## config.mk

```make
export PLATFORM = sky130hd
export DESIGN_NAME = snake_tick_gen
export DESIGN_NICKNAME = d
export VERILOG_FILES = /design/src/rtl/snake_pkg.sv /design/src/rtl/tick_period_calc.sv /design/src/rtl/snake_tick_gen.sv
export SDC_FILE = /design/constraint.sdc
export NUM_CORES = 1
export LEC_CHECK = 0
export CAP_MARGIN = 0
export CORE_MARGIN = 2
export CORE_UTILIZATION = 56
export CTS_CLUSTER_SIZE = 12
export DETAILED_ROUTE_END_ITERATION = 16
export GPL_TIMING_DRIVEN = 0
export MAX_ROUTING_LAYER = met4
export PLACE_DENSITY_LB_ADDON = 0.12
export SLEW_MARGIN = 10
export SYNTH_ARGS = -nofsm -noshare
export SYNTH_HDL_FRONTEND = slang
export SYNTH_HIERARCHICAL = 1
export SYNTH_SLANG_ARGS = --single-unit
```

## constraint.sdc

```tcl
create_clock -name clock_25 -period 3.5 [get_ports clock_25]
set_input_delay 0.7 -clock clock_25 [delete_from_list [all_inputs] [get_ports clock_25]]
set_output_delay 0.7 -clock clock_25 [all_outputs]
set_load 0.02 [all_outputs]
```

## src/rtl/snake_pkg.sv

```systemverilog
// Shared types and 25 MHz timing defaults for the snake core.
// Imported by tick_period_calc and snake_tick_gen.
package snake_pkg;

    localparam int DEF_BASE_DIV = 25_000_000;
    localparam int DEF_STEP_DIV = 2_500_000;
    localparam int DEF_MIN_DIV  = 2_500_000;

    typedef enum logic [1:0] {
        IDLE  = 2'd0,
        RUN   = 2'd1,
        PAUSE = 2'd2
    } tick_state_t;

endpackage

```

## src/rtl/tick_period_calc.sv

```systemverilog
// Combinational speed-level to tick-period mapping:
// P = max(BASE_DIV - lvl*STEP_DIV, MIN_DIV), with lvl clamped to LEVELS-1.
module tick_period_calc
    import snake_pkg::*;
#(
    parameter int CNT_W    = 26,
    parameter int LEVELS   = 8,
    parameter int BASE_DIV = DEF_BASE_DIV,
    parameter int STEP_DIV = DEF_STEP_DIV,
    parameter int MIN_DIV  = DEF_MIN_DIV
) (
    input  logic [$clog2(LEVELS)-1:0] level,
    output logic [CNT_W-1:0]          period
);

    localparam int LVL_W  = $clog2(LEVELS);
    localparam int CALC_W = CNT_W + LVL_W + 1;
    localparam logic [LVL_W-1:0] LVL_MAX = LVL_W'(LEVELS - 1);

    logic [LVL_W-1:0]         lvl;
    logic signed [CALC_W-1:0] prod;
    logic signed [CALC_W-1:0] diff;

    // The clamp only exists when the level field can encode values past LEVELS-1.
    if ((1 << LVL_W) > LEVELS) begin : g_clamp
        assign lvl = (level > LVL_MAX) ? LVL_MAX : level;
    end else begin : g_no_clamp
        assign lvl = level;
    end

    // Signed arithmetic one bit wider than the product, so a large level
    // goes negative and hits the floor instead of wrapping to a huge period.
    always_comb begin
        prod   = $signed({{(CALC_W-LVL_W){1'b0}}, lvl}) * $signed(CALC_W'(STEP_DIV));
        diff   = $signed(CALC_W'(BASE_DIV)) - prod;
        period = (diff < $signed(CALC_W'(MIN_DIV))) ? CNT_W'(MIN_DIV) : CNT_W'(diff);
    end

endmodule

```

## src/rtl/snake_tick_gen.sv

```systemverilog
// Programmable game-tick generator: IDLE/RUN/PAUSE FSM, period counter, elapsed ticks.
// Optional square-wave output tick_sq when SNAKE_TICK_SQUARE_EN is defined.
module snake_tick_gen
    import snake_pkg::*;
#(
    parameter int CNT_W     = 26,
    parameter int LEVELS    = 8,
    parameter int BASE_DIV  = DEF_BASE_DIV,
    parameter int STEP_DIV  = DEF_STEP_DIV,
    parameter int MIN_DIV   = DEF_MIN_DIV,
    parameter int ELAPSED_W = 16
) (
    input  logic                      clock_25,
    input  logic                      reset,
    input  logic                      start,
    input  logic                      pause,
    input  logic                      clear,
    input  logic [$clog2(LEVELS)-1:0] level,
    output logic                      tick,
    output logic                      running,
    output logic [ELAPSED_W-1:0]      elapsed
`ifdef SNAKE_TICK_SQUARE_EN
    ,
    output logic                      tick_sq
`endif
);

    tick_state_t          state_q, state_d;
    logic [CNT_W-1:0]     cnt_q, cnt_d;
    logic [CNT_W-1:0]     period_q, period_d;
    logic [CNT_W-1:0]     p_calc;
    logic [ELAPSED_W-1:0] elapsed_d;
    logic                 tick_d;

    tick_period_calc #(
        .CNT_W    (CNT_W),
        .LEVELS   (LEVELS),
        .BASE_DIV (BASE_DIV),
        .STEP_DIV (STEP_DIV),
        .MIN_DIV  (MIN_DIV)
    ) u_period (
        .level  (level),
        .period (p_calc)
    );

    // NOTE: every variable gets a default before the case so no path infers a latch.
    always_comb begin
        state_d = state_q;
        if (!start) begin
            state_d = IDLE;
        end else begin
            case (state_q)
                IDLE:    state_d = RUN;
                RUN:     if (pause)  state_d = PAUSE;
                PAUSE:   if (!pause) state_d = RUN;
                default: state_d = IDLE;
            endcase
        end
    end

    always_comb begin
        cnt_d     = cnt_q;
        period_d  = period_q;
        elapsed_d = elapsed;
        tick_d    = 1'b0;
        if (!start || state_q == IDLE) begin
            cnt_d = '0;
            if (state_q == IDLE && start) period_d = p_calc;
        end else if (state_q == RUN) begin
            // A wrap still completes when pause arrives in the same cycle.
            if (cnt_q == period_q - 1'b1) begin
                cnt_d     = '0;
                tick_d    = 1'b1;
                period_d  = p_calc;
                elapsed_d = (&elapsed) ? elapsed : elapsed + 1'b1;
            end else begin
                cnt_d = cnt_q + 1'b1;
            end
        end
        if (clear) begin
            cnt_d     = '0;
            elapsed_d = '0;
            tick_d    = 1'b0;
            period_d  = p_calc;
        end
    end

    // NOTE: non-blocking assignments so every flop samples pre-edge values.
    always_ff @(posedge clock_25 or negedge reset) begin
        if (!reset) begin
            state_q  <= IDLE;
            cnt_q    <= '0;
            period_q <= CNT_W'(BASE_DIV);
            elapsed  <= '0;
            tick     <= 1'b0;
            running  <= 1'b0;
        end else begin
            state_q  <= state_d;
            cnt_q    <= cnt_d;
            period_q <= period_d;
            elapsed  <= elapsed_d;
            tick     <= tick_d;
            running  <= (state_d == RUN);
        end
    end

`ifdef SNAKE_TICK_SQUARE_EN
    always_ff @(posedge clock_25 or negedge reset) begin
        if (!reset) begin
            tick_sq <= 1'b0;
        end else if (!start) begin
            tick_sq <= 1'b0;
        end else if (tick_d) begin
            tick_sq <= ~tick_sq;
        end
    end
`endif

endmodule

```

# Word-level counts from Yosys, hierarchy flattened
# Index checks and enable logic that the tools add are counted.
# W data, S select, Z words.
# totals
wordCells,53
inputBits,8
out_inout_bits,18
reg_bits,72
# classes
muxes,23
n_eq_ne,7
magnitude_cmp,1
mul,1
reduce_logical,11
add_sub_neg,4
# ops
cell,n
$mux W26,10
$mux W16,5
$lt A30 B23 Y1 const B,1
$sub A26 B30 Y30 const A,1
$add A26 B1 Y26 const B,1
$eq A26 B26 Y1,1
$sub A26 B1 Y26 const B,1
$mul A3 B17 Y20 const B,1
$add A16 B1 Y16 const B,1
$reduce_and A16 Y1,1
$mux W2,3
$pmux W2 S3,1
$reduce_bool A3 Y1,2
$eq A2 B1 Y1 const B,2
$mux W1,4
$ne A2 B2 Y1 const B,2
$reduce_and A4 Y1,1
$reduce_bool A2 Y1,2
$ne A3 B2 Y1 const B,1
$reduce_and A3 Y1,1
$eq A2 B2 Y1 const B,1
$logic_not A2 Y1,1
$logic_and A1 B1 Y1,1
$logic_not A1 Y1,1
$logic_or A1 B1 Y1,1

# Logic depth before layout (Yosys ltp)
# Gate-level depths: netlist of the first run.
# logic_depth
ltp_word,8
depth_mapped,19
mapped_depth_nobuf,16

# By module
# Netlist of the first run, hierarchy kept.
# by_module_without_submodules
mod,cells_per_inst,instances,area_per_inst_um2,seq_area_each_um2
snake_tick_gen,454,1,4434.3,1816.7
tick_period_calc,197,1,1375.1,0.0

# Least setup slack after synthesis of the first run
# OpenSTA, ideal clock, no wires.
# synth_path
path_type,input port to flip-flop
from,input port level[0]
to,register period_q[15]
t_arrival_ps,5090
path_slack_ps,-1715
cell_stages,19
setup_time_ps,125
n_path_buf,3
t_required_ps,3375
cell_sequence,clkbuf_1 -> inv_1 -> ha_1 -> ha_1 -> inv_1 -> fa_1 -> or4b_1 -> o211ai_2 -> mux2i_1 -> or2_1 -> and4_1 -> or4_1 -> o21ai_1 -> a311oi_2 -> ha_1 -> clkbuf_1 -> clkbuf_1 -> nor2_1 -> mux2_4
# synth_between
elab_chain_cells,8
word_cells_on_any_way,9
cone_classes,1 x add/sub; 1 x mul; 1 x order compare; 6 x mux
# synth_rtl
item,line,source
from (decl),snake_tick_gen.sv:18,"input logic [$clog2(LEVELS)-1:0] level,"
$mul A3 B17 Y20 *,tick_period_calc.sv:34,"prod = $signed({{(CALC_W-LVL_W){1'b0}}, lvl}) * $signed(CALC_W'(STEP_DIV));"
$sub A26 B30 Y30 *,tick_period_calc.sv:35,diff = $signed(CALC_W'(BASE_DIV)) - prod;
$lt A30 B23 Y1,tick_period_calc.sv:36,period = (diff < $signed(CALC_W'(MIN_DIV))) ? CNT_W'(MIN_DIV) : CNT_W'(diff);
$mux W26 *,tick_period_calc.sv:36,
named net p_calc[15],snake_tick_gen.sv:31,logic [CNT_W-1:0] p_calc;
$mux W26,snake_tick_gen.sv:71,if (cnt_q == period_q - 1'b1) begin
$mux W26,snake_tick_gen.sv:69,end else if (state_q == RUN) begin
$mux W26,snake_tick_gen.sv:66,if (!start || state_q == IDLE) begin
$mux W26 *,snake_tick_gen.sv:80,if (clear) begin
to (signal assigned),snake_tick_gen.sv:93,period_q <= CNT_W'(BASE_DIV);
to (signal assigned),snake_tick_gen.sv:100,period_q <= period_d;
to (decl),snake_tick_gen.sv:30,"logic [CNT_W-1:0] period_q, period_d;"
# Mark *: on every way through the listed nets, which the timed path passes. The rest lies on a longest branch. The select of a mux whose other input is x is not followed.
# A chain may end at the register's enable or synchronous reset.

# Worst setup path after layout of the first run
# layout_path
from,input port level[0]
to,register period_q[18]
# Same word-level chain as after synthesis.

==> flow_summary.toml, run 1 <==
[run_status]
violations = "setup timing"
status = "complete, but fails checks"

[floorplanning]
die_w_um = 106
die_h_um = 106
fp-row-count = 37
initial_utilization_pct = 57.0
fp.coreArea_um2 = 10200
die-area_um2 = 11200
io_pins = 26

[clocking]
cts_root_buffer = "clkbuf_8"
worst_skew_pair.late_latency_ps = 370
cts_tree = "built"
clk_pin_slew_ps = 80
cts-buffers-inserted = 9
cts.sinks = 72
h-tree-depth = 3
cts_buffer_depth = 2

[yosys]
synth.area.mux_share_pct = 8.34
synth_top_area_share_pct = 25.8
synth_seq_cells = 72
synth-xor-area-share_pct = 11.3
yosysMostFrequentCell = "nor2_1"
synth_cell_type_count = 78
postSynth.asyncResetShare_pct = 100
yosys.area_share.simple_pct = 25.8
yosys.area_share.adder_pct = 4.35
ys_top_cells_by_count = "65 x nor2_1, 60 x dfrtp_1, 53 x nand2_1"
yosys_warnings = 6
synth-seq-area-share_pct = 31.3
synth.avg_cell_area_um2 = 8.92
synth_area_leaders = "dfrtp_1 26%, xor2_1 5.9%, dfstp_2 5.4%, mux2_4 5.2%, xnor2_1 5.1%"
synthCells = 651
synth_compound_area_share_pct = 14.6
synth_edf_count = 0
post-synth-top-area-cell = "dfrtp_1"
synth_top_family_by_area = "simple AND/OR/NAND/NOR gates"
ys.flop_type = "dfrtp_1"
syn-cell-area_um2 = 5810

[hold_path]
hold_path.class = "input pin to asynchronous set/reset pin"

[detailed_routing]
firstDrtPassIters = 5
vias_per_cell = 6.19
wire_per_inst_um = 18.6
routed_wl_um = 16300
drc = 0
drtIter0Drc = 428
antenna_left = 0
via_count = 5437

[global_routing]
grt_antenna_before_repair = 0
grt_max_degree = 45
overflow = 0
grt_pass1_vias = 5217
grt_pass1_wl_um = 26100
track_usage_pct = 30.0

[sta]
slew_headroom_pct = 34.5
hold_violations = 0
skew_ps = 12.9
max_freq_ghz = 0.214
worst_slack_ps = -1170
tightest_slew_ps = 958
slew_violations = 0
post-route-period-util_pct = 133
finalCriticalPeriod_ps = 4670
rsz0062_at_grt = "yes"
setup_viol = 54

[setup_path]
worst_setup_path_start_kind = "input pin"
cp.arrival_ps = 4960
cp_slowest_cell = "fa_2"
crit_path_end_kind = "flop"
critPathTopFamily = "adder cells"
cp_common_cell = "ha_4"
max_stage_delay_ps = 550
crit_type = "input pin to flop"
crit_chain = "buf_12, clkbuf_16, clkinvlp_4, ha_4, ha_4, inv_2, fa_2, nor4b_4, a21oi_2, mux2_4, nor3_1, o211ai_1, a221oi_4, o21ai_4, a311oi_2, ha_4, clkbuf_8, or3_1, mux2_4"
cp.required_ps = 3790
cp_max_fo = 6
critPathBufInv = 5

[finish]
layout.nets = 765
area_delta_synth_final_pct = 32.9
final_core_util_pct = 75.8
diodes = 0
drive_above_1_share_pct = 33.6

[placed_design]
pre_cts_ws_ps = -2860
gp_congestion = 0.956
portBuffers = 25
hpwlAfterDp_um = 10800

[power_and_ir_drop]
finalPower_w = 0.00281
irDropWorstVdd_uv = 228
power_density_nw_per_um2 = 364
leakagePower_nw = 3.09

[job]
cap_violations = 0
## registers in the layout, summed over array words and instances (netlist names)
| register | flops |
|---|---|
| tick | 1 |
| cnt_q | 26 |
| running | 1 |
| state_q | 2 |
| period_q | 26 |
| elapsed | 16 |
## routing by layer
metal | track usage [%] | share of wire (%)
met1 | 37.2 | 43
met3 | 4.27 | 4.2
met5 | - | 0
met4 | 10.8 | 2.4
met2 | 50.1 | 51
## cells in the final DEF (no fill, tap or decap), types with 15 or more instances in the layout
| cell | instances |
|---|---|
| buf_6 | 15 |
| nand2_1 | 51 |
| nor2_2 | 16 |
| dfrtp_1 | 56 |
| buf_4 | 42 |
| nor3_1 | 16 |
| o21ai_0 | 17 |
| nor2_1 | 37 |
| xnor2_1 | 33 |
| clkdlybuf4s50_1 | 21 |
| xor2_1 | 39 |
| nand3_1 | 23 |
| mux2_4 | 29 |
| a21oi_1 | 22 |
## per-stage QoR
| step | setup TNS (ps) | area, um^2 | hold WS (ps) | instances |
|---|---|---|---|---|
| after CTS | -24440 | 7390 | 255 | 875 |
| after floorplan | -26880 | 5930 | 404 | 655 |
| after global routing | -31600 | 7720 | 271 | 879 |
| after global placement | -122290 | 6350 | 529 | 816 |
| after detailed placement | -85900 | 6380 | 542 | 817 |
| final | -24890 | 7720 | 251 | 879 |
## what timing repair did
action,CTS,global route
hold buffers,0,0
buffers inserted,38,8
pin swaps,37,36
endpoints found under the setup margin,68,68
resized for setup,109,75
cloned,6,0
## power by group
group,internal [W],switching (W)
Clock,0.000493,0.000331
Combinational,0.000475,0.000495
Sequential,0.000927,0.0000872
Total,0.00190,0.000913
## final timing paths
kind | from | endpoint | slack (ps) | cells after the start
min reg2reg | period_q[25] | period_q[25] | 560 | 1
min | reset | period_q[2] | 250 | 1
max reg2reg | period_q[12] | period_q[10] | -180 | 14
max in group asynchronous | reset | cnt_q[19] | 2700 | 2
min in group clock_25 | period_q[25] | period_q[25] | 560 | 1
max | level[0] | period_q[18] | -1170 | 19
## cells by family after synthesis
family | after synthesis
buf+inv | 49
mux | 37
fa+ha+maj | 19
compound gates | 121
xor+xnor | 74
simple gates | 278
flops | 72
other cells | 1
## layout make-up
cell class	instances	area (um^2)
fillers	696	2460
inverters	15	63.8
well taps	136	170
flip-flops and latches	72	1820
clock buffers	11	141
repair buffers	75	732
plain buffers	31	307
multi-input cells	534	4380
clock inverters	5	104
(Power assumes the default switching activity.)
==> inputs of run 2 (changes only) <==
--- a/config.mk
+++ b/config.mk
@@ -8,6 +8,7 @@
 export CAP_MARGIN = 0
 export CORE_MARGIN = 2
 export CORE_UTILIZATION = 56
+export CTS_CLUSTER_DIAMETER = 80
 export CTS_CLUSTER_SIZE = 12
 export DETAILED_ROUTE_END_ITERATION = 16
 export GPL_TIMING_DRIVEN = 0
==> results of run 2 <==
The final DEF is identical to that of run 1; final timing and power are the same.
==> inputs of run 3 (changes only) <==
--- a/config.mk
+++ b/config.mk
@@ -14,7 +14,6 @@
 export GPL_TIMING_DRIVEN = 0
 export MAX_ROUTING_LAYER = met4
 export PLACE_DENSITY_LB_ADDON = 0.12
-export SLEW_MARGIN = 10
 export SYNTH_ARGS = -nofsm -noshare
 export SYNTH_HDL_FRONTEND = slang
 export SYNTH_HIERARCHICAL = 1
==> run 3 against run 2 <==
Compared with the run above:
- die area stayed put
- utilization is 0.39 points lower
- maximum frequency is 0.61% lower
- final cell count is 0.23% lower
- combinational power is 1% lower
- the flow still finishes with violations (setup timing)
- highest routed layer unchanged
- routed wire length is 1.8% higher
- via count is 0.40% higher
==> flow_summary.toml, run 3 (synthesis results as in run 1) <==
[run_status]
status = "complete, but fails checks"
violations = "setup timing"

[sta]
setup_viol = 55
post-route-period-util_pct = 134
rsz0062_at_grt = "yes"
slew_violations = 0
max_freq_ghz = 0.213
finalCriticalPeriod_ps = 4700
hold_violations = 0
tns_ps = -25170
tightest_slew_ps = 933
worst_slack_ps = -1200
slew_headroom_pct = 36.2
skew_ps = 11.6

[placed_design]
portBuffers = 25
hpwlAfterDp_um = 10600
gp_congestion = 0.956
postPlaceCellArea_um2 = 6350

[setup_path]
critPathBufInv = 6
reg2reg_from = "period_q[9]"
critPathTopFamily = "compound AO/OA/AOI/OAI gates"
crit_path_end_kind = "flop"
crit_chain = "buf_12, clkbuf_16, clkinvlp_4, ha_4, ha_4, inv_2, fa_2, nor4b_4, buf_4, a211o_1, mux2i_4, o211ai_1, a211o_2, a221oi_4, o21ai_4, a311oi_2, ha_4, buf_8, or3_1, mux2_4"
cp_max_fo = 6
rr_worst_depth = 12
max_stage_delay_ps = 450
r2r_setup_slack_ps = -310
worst_setup_path_start_kind = "input pin"
cp.arrival_ps = 4980
cp_slowest_cell = "fa_2"
crit_type = "input pin to flop"
cp.required_ps = 3790
r2r_end = "period_q[17]"
cp_common_cell = "ha_4"

[power_and_ir_drop]
switching_share_pct = 34.1
irDropWorstVdd_uv = 237
power.share.clock_pct = 27.3
power_density_nw_per_um2 = 356
p_int_w = 0.00180
sequentialPowerShare_pct = 37.7
leakagePower_nw = 3.10
p_switching_w = 0.000933
power_frac_comb_pct = 35.0

[clocking]
hold_buffers = 0
cts_root_buffer = "clkbuf_8"
cts.sinks = 72
cts_tree = "built"
worst_skew_pair.late_latency_ps = 370
h-tree-depth = 3
cts_buffer_depth = 2
cts-buffers-inserted = 9
clk_pin_slew_ps = 80

[global_routing]
overflow = 0
grt_max_degree = 73
grt_pass1_vias = 5232
track_usage_pct = 29.8
grt_pass1_wl_um = 25900
grt_antenna_before_repair = 0

[detailed_routing]
vias_per_cell = 6.22
routed_wl_um = 16600
drtIter0Drc = 388
wire_per_inst_um = 18.9
drc = 0
antenna_left = 0
via_count = 5459
firstDrtPassIters = 5

[finish]
area_delta_synth_final_pct = 32.2
multi_input_area_um2 = 4370
fin_area_um2 = 7680
layout.nets = 763
drive_above_1_share_pct = 32.7
diodes = 0
ff_latch_area_um2 = 1820
mostFrequentLayoutCells = "57 x dfrtp_1, 52 x nand2_1, 46 x nor2_1"
nFillCells = 696
final_common_cell = "dfrtp_1"
largest_registers = "cnt_q (26), period_q (26), elapsed (16)"

[floorplanning]
die_w_um = 106
fp.coreArea_um2 = 10200
initial_utilization_pct = 57.0
die_h_um = 106
io_pins = 26
die-area_um2 = 11200
fp-row-count = 37

[job]
cap_violations = 0

[hold_path]
hold_path.class = "input pin to asynchronous set/reset pin"
## run 3: cell count changes in the layout (fill, tap and decap cells not counted), sizes merged
cell / change
clkinvlp: +1
buf: -1
clkinv: +1
bufinv: -1
clkbuf: -3
inv: +1
## run 3: cell type report
| type | count | area share, % |
|---|---|---|
| multi-input cells | 534 | 56.9 |
| flip-flops and latches | 72 | 23.7 |
| repair buffers | 73 | 9.30 |
| plain buffers | 31 | 4.17 |
| well taps | 136 | 2.21 |
| clock buffers | 9 | 1.61 |
| clock inverters | 7 | 1.24 |
| inverters | 15 | 0.831 |
## run 3: how the worst max path moves through the flow
stage / endpoint / depth (start not counted) / start / slack [ps]
global route: period_q[18] / 20 / level[0] / -1300
CTS: period_q[18] / 19 / level[0] / -1210
floorplan: period_q[13] / 17 / level[1] / -1400
detailed placement: period_q[18] / 19 / level[1] / -2850
global placement: period_q[18] / 19 / level[1] / -2830
finish: period_q[18] / 20 / level[0] / -1200
## run 3: timing repair
| action | 4_1_cts | 5_1_grt |
|---|---|---|
| hold endpoints to repair | 0 | 0 |
| resized for setup | 107 | 73 |
| pin swaps | 19 | 37 |
| setup endpoints to repair | 68 | 66 |
| setup buffers | 27 | 16 |
| cloned | 4 | 2 |
## run 3: per-stage QoR
step / power (W) / setup WS, ps / cells / hold WS (ps) / util (%)
floorplan: 0.00157 / -1400 / 655 / 404 / -
global placement: 0.00173 / -2830 / 816 / 529 / 62.4
detailed placement: 0.00175 / -2850 / 816 / 537 / 62.4
CTS: 0.00262 / -1210 / 861 / 496 / 71.0
global route: 0.00286 / -1300 / 877 / 532 / 75.4
finish: 0.00273 / -1200 / 877 / 468 / 75.4
## run 3: worst reg2reg max path, stage by stage, from the launching register on
cell and delay [ps]:
dfrtp_2 450, or4_4 560, or3_4 360, buf_8 150, or3_1 310, a211o_1 330, o211ai_1 340, nor4_4 100
or2_1 250, buf_6 130, o21ai_4 160, buf_6 250, mux2_4 310
## run 3: power groups by stage
stage	combinational [W]	clock [W]	sequential (W)
2_1_floorplan	0.000571	0	0.00100
3_3_place_gp	0.000706	0	0.00103
3_5_place_dp	0.000725	0	0.00103
4_1_cts	0.000845	0.000755	0.00102
5_1_grt	0.00103	0.000784	0.00104
6_report	0.000957	0.000745	0.00103
## run 3: per-layer routing
| metal | global-route usage [%] | routed length (um) | up-vias |
|---|---|---|---|
| li1 | - | - | 2516 |
| met2 | 48.8 | 8420 | 182 |
| met3 | 5.13 | 714 | 39 |
| met1 | 37.1 | 6980 | 2722 |
| met5 | - | 0 | - |
| met4 | 11.2 | 488 | 0 |
